File: src/rtl/l2_cache_control_nway.sv
// l2_cache_control_nway: N-way write-back/write-allocate L2 controller FSM driving a burst pmem.
// Define L2_PERF_CNT_EN to add saturating hit/miss/writeback counters.
module l2_cache_control_nway #(
  parameter int WAYS      = 4,
  parameter int BURST_LEN = 4,
  parameter int CNT_W     = 32,
  localparam int WIDX     = $clog2(WAYS),
  localparam int BW       = (BURST_LEN > 1) ? $clog2(BURST_LEN) : 1
) (
  input  logic            clk,
  input  logic            rst_n,
  input  logic            mem_read,
  input  logic            mem_write,
  output logic            mem_resp,
  input  logic [WAYS-1:0] hit_vec,
  input  logic [WAYS-1:0] valid_vec,
  input  logic [WAYS-1:0] dirty_vec,
  input  logic [WIDX-1:0] plru_victim,
  input  logic            pmem_resp,
  output logic            pmem_read,
  output logic            pmem_write,
  output logic [BW-1:0]   beat_idx,
  output logic            addr_sel,
  output logic [WIDX-1:0] way_sel,
  output logic [WAYS-1:0] ld_data,
  output logic [WAYS-1:0] ld_tag,
  output logic [WAYS-1:0] ld_valid,
  output logic [WAYS-1:0] ld_dirty,
  output logic            data_src_sel,
  output logic            dirty_in,
  output logic            ld_plru
`ifdef L2_PERF_CNT_EN
  ,
  output logic [CNT_W-1:0] hit_count,
  output logic [CNT_W-1:0] miss_count,
  output logic [CNT_W-1:0] wb_count
`endif
);

  typedef enum logic [1:0] {IDLE, LOOKUP, WB, FILL} state_t;

  localparam logic [BW-1:0] LAST_BEAT = BW'(BURST_LEN - 1);

  function automatic logic [WIDX-1:0] lowest_idx(input logic [WAYS-1:0] v);
    logic [WIDX-1:0] idx;
    idx = '0;
    for (int i = WAYS - 1; i >= 0; i--) begin
      if (v[i]) idx = WIDX'(i);
    end
    return idx;
  endfunction

  state_t          state, state_d;
  logic [BW-1:0]   cnt;
  logic [WIDX-1:0] victim_q;

  logic            req, hit, victim_dirty, last_beat;
  logic [WIDX-1:0] hit_way, victim;
  logic [WAYS-1:0] hit_oh, victim_oh;

  assign req          = mem_read | mem_write;
  assign hit          = |hit_vec;
  assign hit_way      = lowest_idx(hit_vec);
  // An invalid way is always preferred over the PLRU choice.
  assign victim       = (&valid_vec) ? plru_victim : lowest_idx(~valid_vec);
  assign victim_dirty = valid_vec[victim] & dirty_vec[victim];
  assign hit_oh       = WAYS'(1) << hit_way;
  assign victim_oh    = WAYS'(1) << victim_q;
  assign last_beat    = (cnt == LAST_BEAT);

  always_ff @(posedge clk) begin
    if (!rst_n) begin
      state    <= IDLE;
      cnt      <= '0;
      victim_q <= '0;
    end else begin
      state <= state_d;
      if (state == LOOKUP && req && !hit) victim_q <= victim;
      if ((state == WB || state == FILL) && pmem_resp) begin
        cnt <= last_beat ? '0 : cnt + BW'(1);
      end
    end
  end

  always_comb begin
    state_d      = state;
    mem_resp     = 1'b0;
    pmem_read    = 1'b0;
    pmem_write   = 1'b0;
    beat_idx     = '0;
    addr_sel     = 1'b0;
    way_sel      = '0;
    ld_data      = '0;
    ld_tag       = '0;
    ld_valid     = '0;
    ld_dirty     = '0;
    data_src_sel = 1'b0;
    dirty_in     = 1'b0;
    ld_plru      = 1'b0;
    unique case (state)
      IDLE: if (req) state_d = LOOKUP;
      LOOKUP: begin
        // A replay whose requester has gone away just retires silently.
        if (!req) begin
          state_d = IDLE;
        end else if (hit) begin
          mem_resp = 1'b1;
          ld_plru  = 1'b1;
          way_sel  = hit_way;
          if (mem_write) begin
            ld_data  = hit_oh;
            ld_dirty = hit_oh;
            dirty_in = 1'b1;
          end
          state_d = IDLE;
        end else begin
          state_d = victim_dirty ? WB : FILL;
        end
      end
      WB: begin
        pmem_write = 1'b1;
        addr_sel   = 1'b1;
        way_sel    = victim_q;
        beat_idx   = cnt;
        if (pmem_resp && last_beat) begin
          ld_dirty = victim_oh;
          state_d  = FILL;
        end
      end
      FILL: begin
        pmem_read    = 1'b1;
        data_src_sel = 1'b1;
        way_sel      = victim_q;
        beat_idx     = cnt;
        if (pmem_resp) begin
          ld_data = victim_oh;
          if (last_beat) begin
            ld_tag   = victim_oh;
            ld_valid = victim_oh;
            ld_dirty = victim_oh;
            state_d  = LOOKUP;
          end
        end
      end
      default: state_d = IDLE;
    endcase
  end

`ifdef L2_PERF_CNT_EN
  function automatic logic [CNT_W-1:0] sat_inc(input logic [CNT_W-1:0] c);
    return (&c) ? c : c + CNT_W'(1);
  endfunction

  logic replay_q;
  logic first_lookup;

  assign first_lookup = (state == LOOKUP) && req && !replay_q;

  always_ff @(posedge clk) begin
    if (!rst_n) begin
      replay_q   <= 1'b0;
      hit_count  <= '0;
      miss_count <= '0;
      wb_count   <= '0;
    end else begin
      if (state == IDLE) replay_q <= 1'b0;
      else if (state == FILL && state_d == LOOKUP) replay_q <= 1'b1;
      if (first_lookup && hit) hit_count <= sat_inc(hit_count);
      if (first_lookup && !hit) miss_count <= sat_inc(miss_count);
      if (state == LOOKUP && state_d == WB) wb_count <= sat_inc(wb_count);
    end
  end
`else
  // CNT_W only sizes the counters; keep it referenced when they are absent.
  if (CNT_W < 1) begin : g_cnt_w_unused
  end
`endif

endmodule
File: config.mk
export PLATFORM = sky130hd
export DESIGN_NAME = l2_cache_control_nway
export DESIGN_NICKNAME = d
export VERILOG_FILES = /design/src/rtl/l2_cache_control_nway.sv
export SDC_FILE = /design/constraint.sdc
export NUM_CORES = 1
export LEC_CHECK = 0
export CAP_MARGIN = 20
export CORE_MARGIN = 2
export CORE_UTILIZATION = 37
export CTS_CLUSTER_DIAMETER = 40
export DETAILED_ROUTE_END_ITERATION = 8
export HOLD_SLACK_MARGIN = 0.06
export PLACE_DENSITY = 0.78
export RECOVER_POWER = 25
export SLEW_MARGIN = 15
export SYNTH_ARGS = -nofsm -noshare
export SYNTH_HDL_FRONTEND = slang
export SYNTH_SLANG_ARGS = --single-unit
File: constraint.sdc
create_clock -name clk -period 2.1 [get_ports clk]
set_input_delay 0.42 -clock clk [delete_from_list [all_inputs] [get_ports clk]]
set_output_delay 0.42 -clock clk [all_outputs]
set_load 0.01 [all_outputs]
==> results of run 1 <==
==> metrics by stage <==
step           setup TNS (ns)  total power, mW  instances   util  hold WS (ns)
2_1_floorplan               0            0.174        107      -         0.448
3_3_place_gp            -4.94            0.257        189  0.678         0.460
3_5_place_dp            -5.58            0.261        189  0.678         0.468
4_1_cts                     0            0.371        193  0.686         0.474
5_1_grt               -0.0527            0.387        194  0.692         0.509
6_report                    0            0.369        194  0.692         0.469
==> worst max-delay path by stage <==
| stage | startpoint | endpoint | slack (ns) | cells past startpoint |
|---|---|---|---|---|
| global route | pmem_resp | ld_dirty[2] | -0.03 | 5 |
| floorplan | state[1]$_SDFFE_PN0P_ | way_sel[0] | 0.31 | 5 |
| global placement | hit_vec[3] | way_sel[0] | -0.41 | 6 |
| CTS | state[0]$_SDFFE_PN0P_ | beat_idx[1] | 0.0003 | 5 |
| detailed placement | hit_vec[3] | way_sel[0] | -0.45 | 6 |
| finish | pmem_resp | ld_dirty[1] | 0.05 | 5 |
==> routing by layer <==
metal,wire length (um),vias to the layer above
met1,867,440
met5,0,-
met4,40,0
met3,143,5
met2,1210,37
li1,-,493
==> cells in the final DEF (no fill, tap or decap), types with 5 or more instances in the layout <==
| master | instances |
|---|---|
| dlygate4sd2_1 | 11 |
| ha_1 | 5 |
| clkdlybuf4s15_1 | 7 |
| clkdlybuf4s50_1 | 18 |
| a21oi_1 | 8 |
| nand2_1 | 12 |
| inv_1 | 5 |
| nor2_1 | 12 |
| nand3_1 | 5 |
| buf_4 | 20 |
==> logic make-up after synthesis <==
| family | count (synthesis) |
|---|---|
| simple gates | 51 |
| compound gates | 25 |
| buf+inv | 15 |
| fa+ha+maj | 6 |
| flops | 6 |
| mux | 4 |
==> worst min-delay path: stages (launching register included) <==
cell and delay (ns):
dfxtp_1 0.31, nand2_1 0.05, a21oi_1 0.05
==> power breakdown <==
| group | switching, mW | internal, mW | total (mW) |
|---|---|---|---|
| clock | 0.0448 | 0.0648 | 0.110 |
| combinational | 0.0610 | 0.0782 | 0.139 |
| sequential | 0.00273 | 0.117 | 0.120 |
==> registers in the layout, summed over array words and instances, names as in the netlist <==
signal and count:
victim_q 2, state 2, cnt 2
==> timing repair <==
| action | in CTS | in global routing |
|---|---|---|
| buffers inserted | 1 | 1 |
| gates resized for setup | 49 | 16 |
| setup endpoints to repair | 23 | 20 |
| pin swaps | 3 | 1 |
| cloned | 0 | 0 |
==> final cells by class <==
type	instances	area, sq um	share of cell area
timing repair buffer	67	574	0.427
multi-input combinational	86	572	0.426
sequential	6	123	0.0912
tap	27	33.8	0.0251
clock buffer	3	22.5	0.0168
inverter	5	18.8	0.0140
==> qor.yml, run 1 <==
layout.nets: 194
yosys.area.top_type: "dfxtp_1"
synth_area_per_cell_sq_um: 7.06
nFillCells: 175
globalplace.congestion: 0.751
design_area_sq_mm: 0.00134
rsz0062_at_grt: "true"
port_buffers: 45
crit_required_ns: 1.68
slowest_stage: "clkdlybuf4s50_1"
yosys_warnings: 0
worstRegToRegCells: 7
grtUsageMet2: 0.403
hpwlAfterDp_um: 1830
grt-busiest-layer: "met2"
hold_path_end: "cnt[1]$_SDFFE_PN0P_"
p_per_area_mw_per_mm2: 274
root_buffer: "clkbuf_4"
muxShareOfSynthArea: 0.0530
synth_xor_area_frac: 0
synthArstFlopShare: 0
worstPathArrival_ns: 1.63
startpoint_type: "input port"
crit_type: "input port to output port"
status: "complete, no violations"
finalHoldViolCount: 0
die-area_sq_mm: 0.00242
vias_per_cell: 5.03
grt.met1_usage: 0.180
synth_cell_types: 31
fmax_ghz: 0.487
synthTopCellsByArea: "dfxtp_1 (16%), ha_1 (9.9%), buf_4 (7.0%), nor2_1 (7.0%), nand2_1 (6.0%)"
r2r_start: "state[0]$_SDFFE_PN0P_"
slew_headroom: 0.842
synth_common_cells: "nor2_1 (14), nand2_1 (12), a21oi_1 (8)"
cts_max_level: 1
synth_compound_area_frac: 0.209
start_util: 0.389
worst_slack_ns: 0.0479
syn_inst: 107
leakage_nw: 0.612
grt_pass1_wl_um: 3770
drt-initial-drc-count: 9
synthesis.nets: 132
routed_wl_um: 2260
first_pass_iters: 3
synth_top_family_by_area: "simple AND/OR/NAND/NOR gates"
worst_pin_slew_ns: 0.237
finClkSkew_ns: 0.00662
rows: 16
end_kind: "output port"
critical-path-top-delay-family: "buffers and inverters"
r2r-end: "state[0]$_SDFFE_PN0P_"
path_clk_slew_ns: 0.04
die_h_um: 49.2
cap_violations: 0
grt_use_total: 0.199
synth_top_area_frac: 0.159
grt_antenna_before_repair: 0
first_global_vias: 959
ios: 46
die_w_um: 49.2
core_area_sq_mm: 0.00194
cts-buffers-inserted: 3
rrSetupSlack_ns: 0.36
clkLatencyLatePin_ns: 0.25
cp_max_fo: 4
crit_buf_inv: 2
syn2layout_area_growth_pct: 77.8
ant_nets: 0
hold_start: "cnt[1]$_SDFFE_PN0P_"
clkSinkCount: 6
synthSimpleGateAreaFrac: 0.358
period_needed_ns: 2.05
drc: 0
vias: 975
hold_class: "flop to flop"
final.period_utilization: 0.977
pre_cts_ws_ns: -0.451
seq_area_frac_synth: 0.159
cts_buffer_depth: 2
synth_flop_cell: "dfxtp_1"
grt_max_degree: 7
synth.most_common_cell: "nor2_1"
final_layout_size_suffix_gt1_frac: 0.269
synth_edf_count: 0
cp_cell_sequence: "clkdlybuf4s50_1 -> nand2_1 -> or3_1 -> a21oi_1 -> buf_2"
synth-adder-area-share: 0.0993
ys_ff_latch: 6
grt-ovfl-total: 0
place_area_sq_mm: 0.00132
finalMaxSlewViolations: 0
cts_hold_buffers: 0
use_met3: 0.0460
setup_viol: 0
hold_path_depth: 2
ir_drop_v: 0.000272
synth_area_sq_um: 756
cts_tree: "yes"
antenna_cells: 0
wl_per_cell_um: 11.6
slowest_delay_ns: 0.49
No activity file was read; power rests on OpenSTA's default activity.
==> run 2, diff against run 1 <==
--- a/config.mk
+++ b/config.mk
@@ -5,7 +5,7 @@
 export SDC_FILE = /design/constraint.sdc
 export NUM_CORES = 1
 export LEC_CHECK = 0
-export CAP_MARGIN = 20
+export CAP_MARGIN = 0
 export CORE_MARGIN = 2
 export CORE_UTILIZATION = 37
 export CTS_CLUSTER_DIAMETER = 40
==> results of run 2 <==
No change in the layout: final DEF, timing and power equal those of run 1.
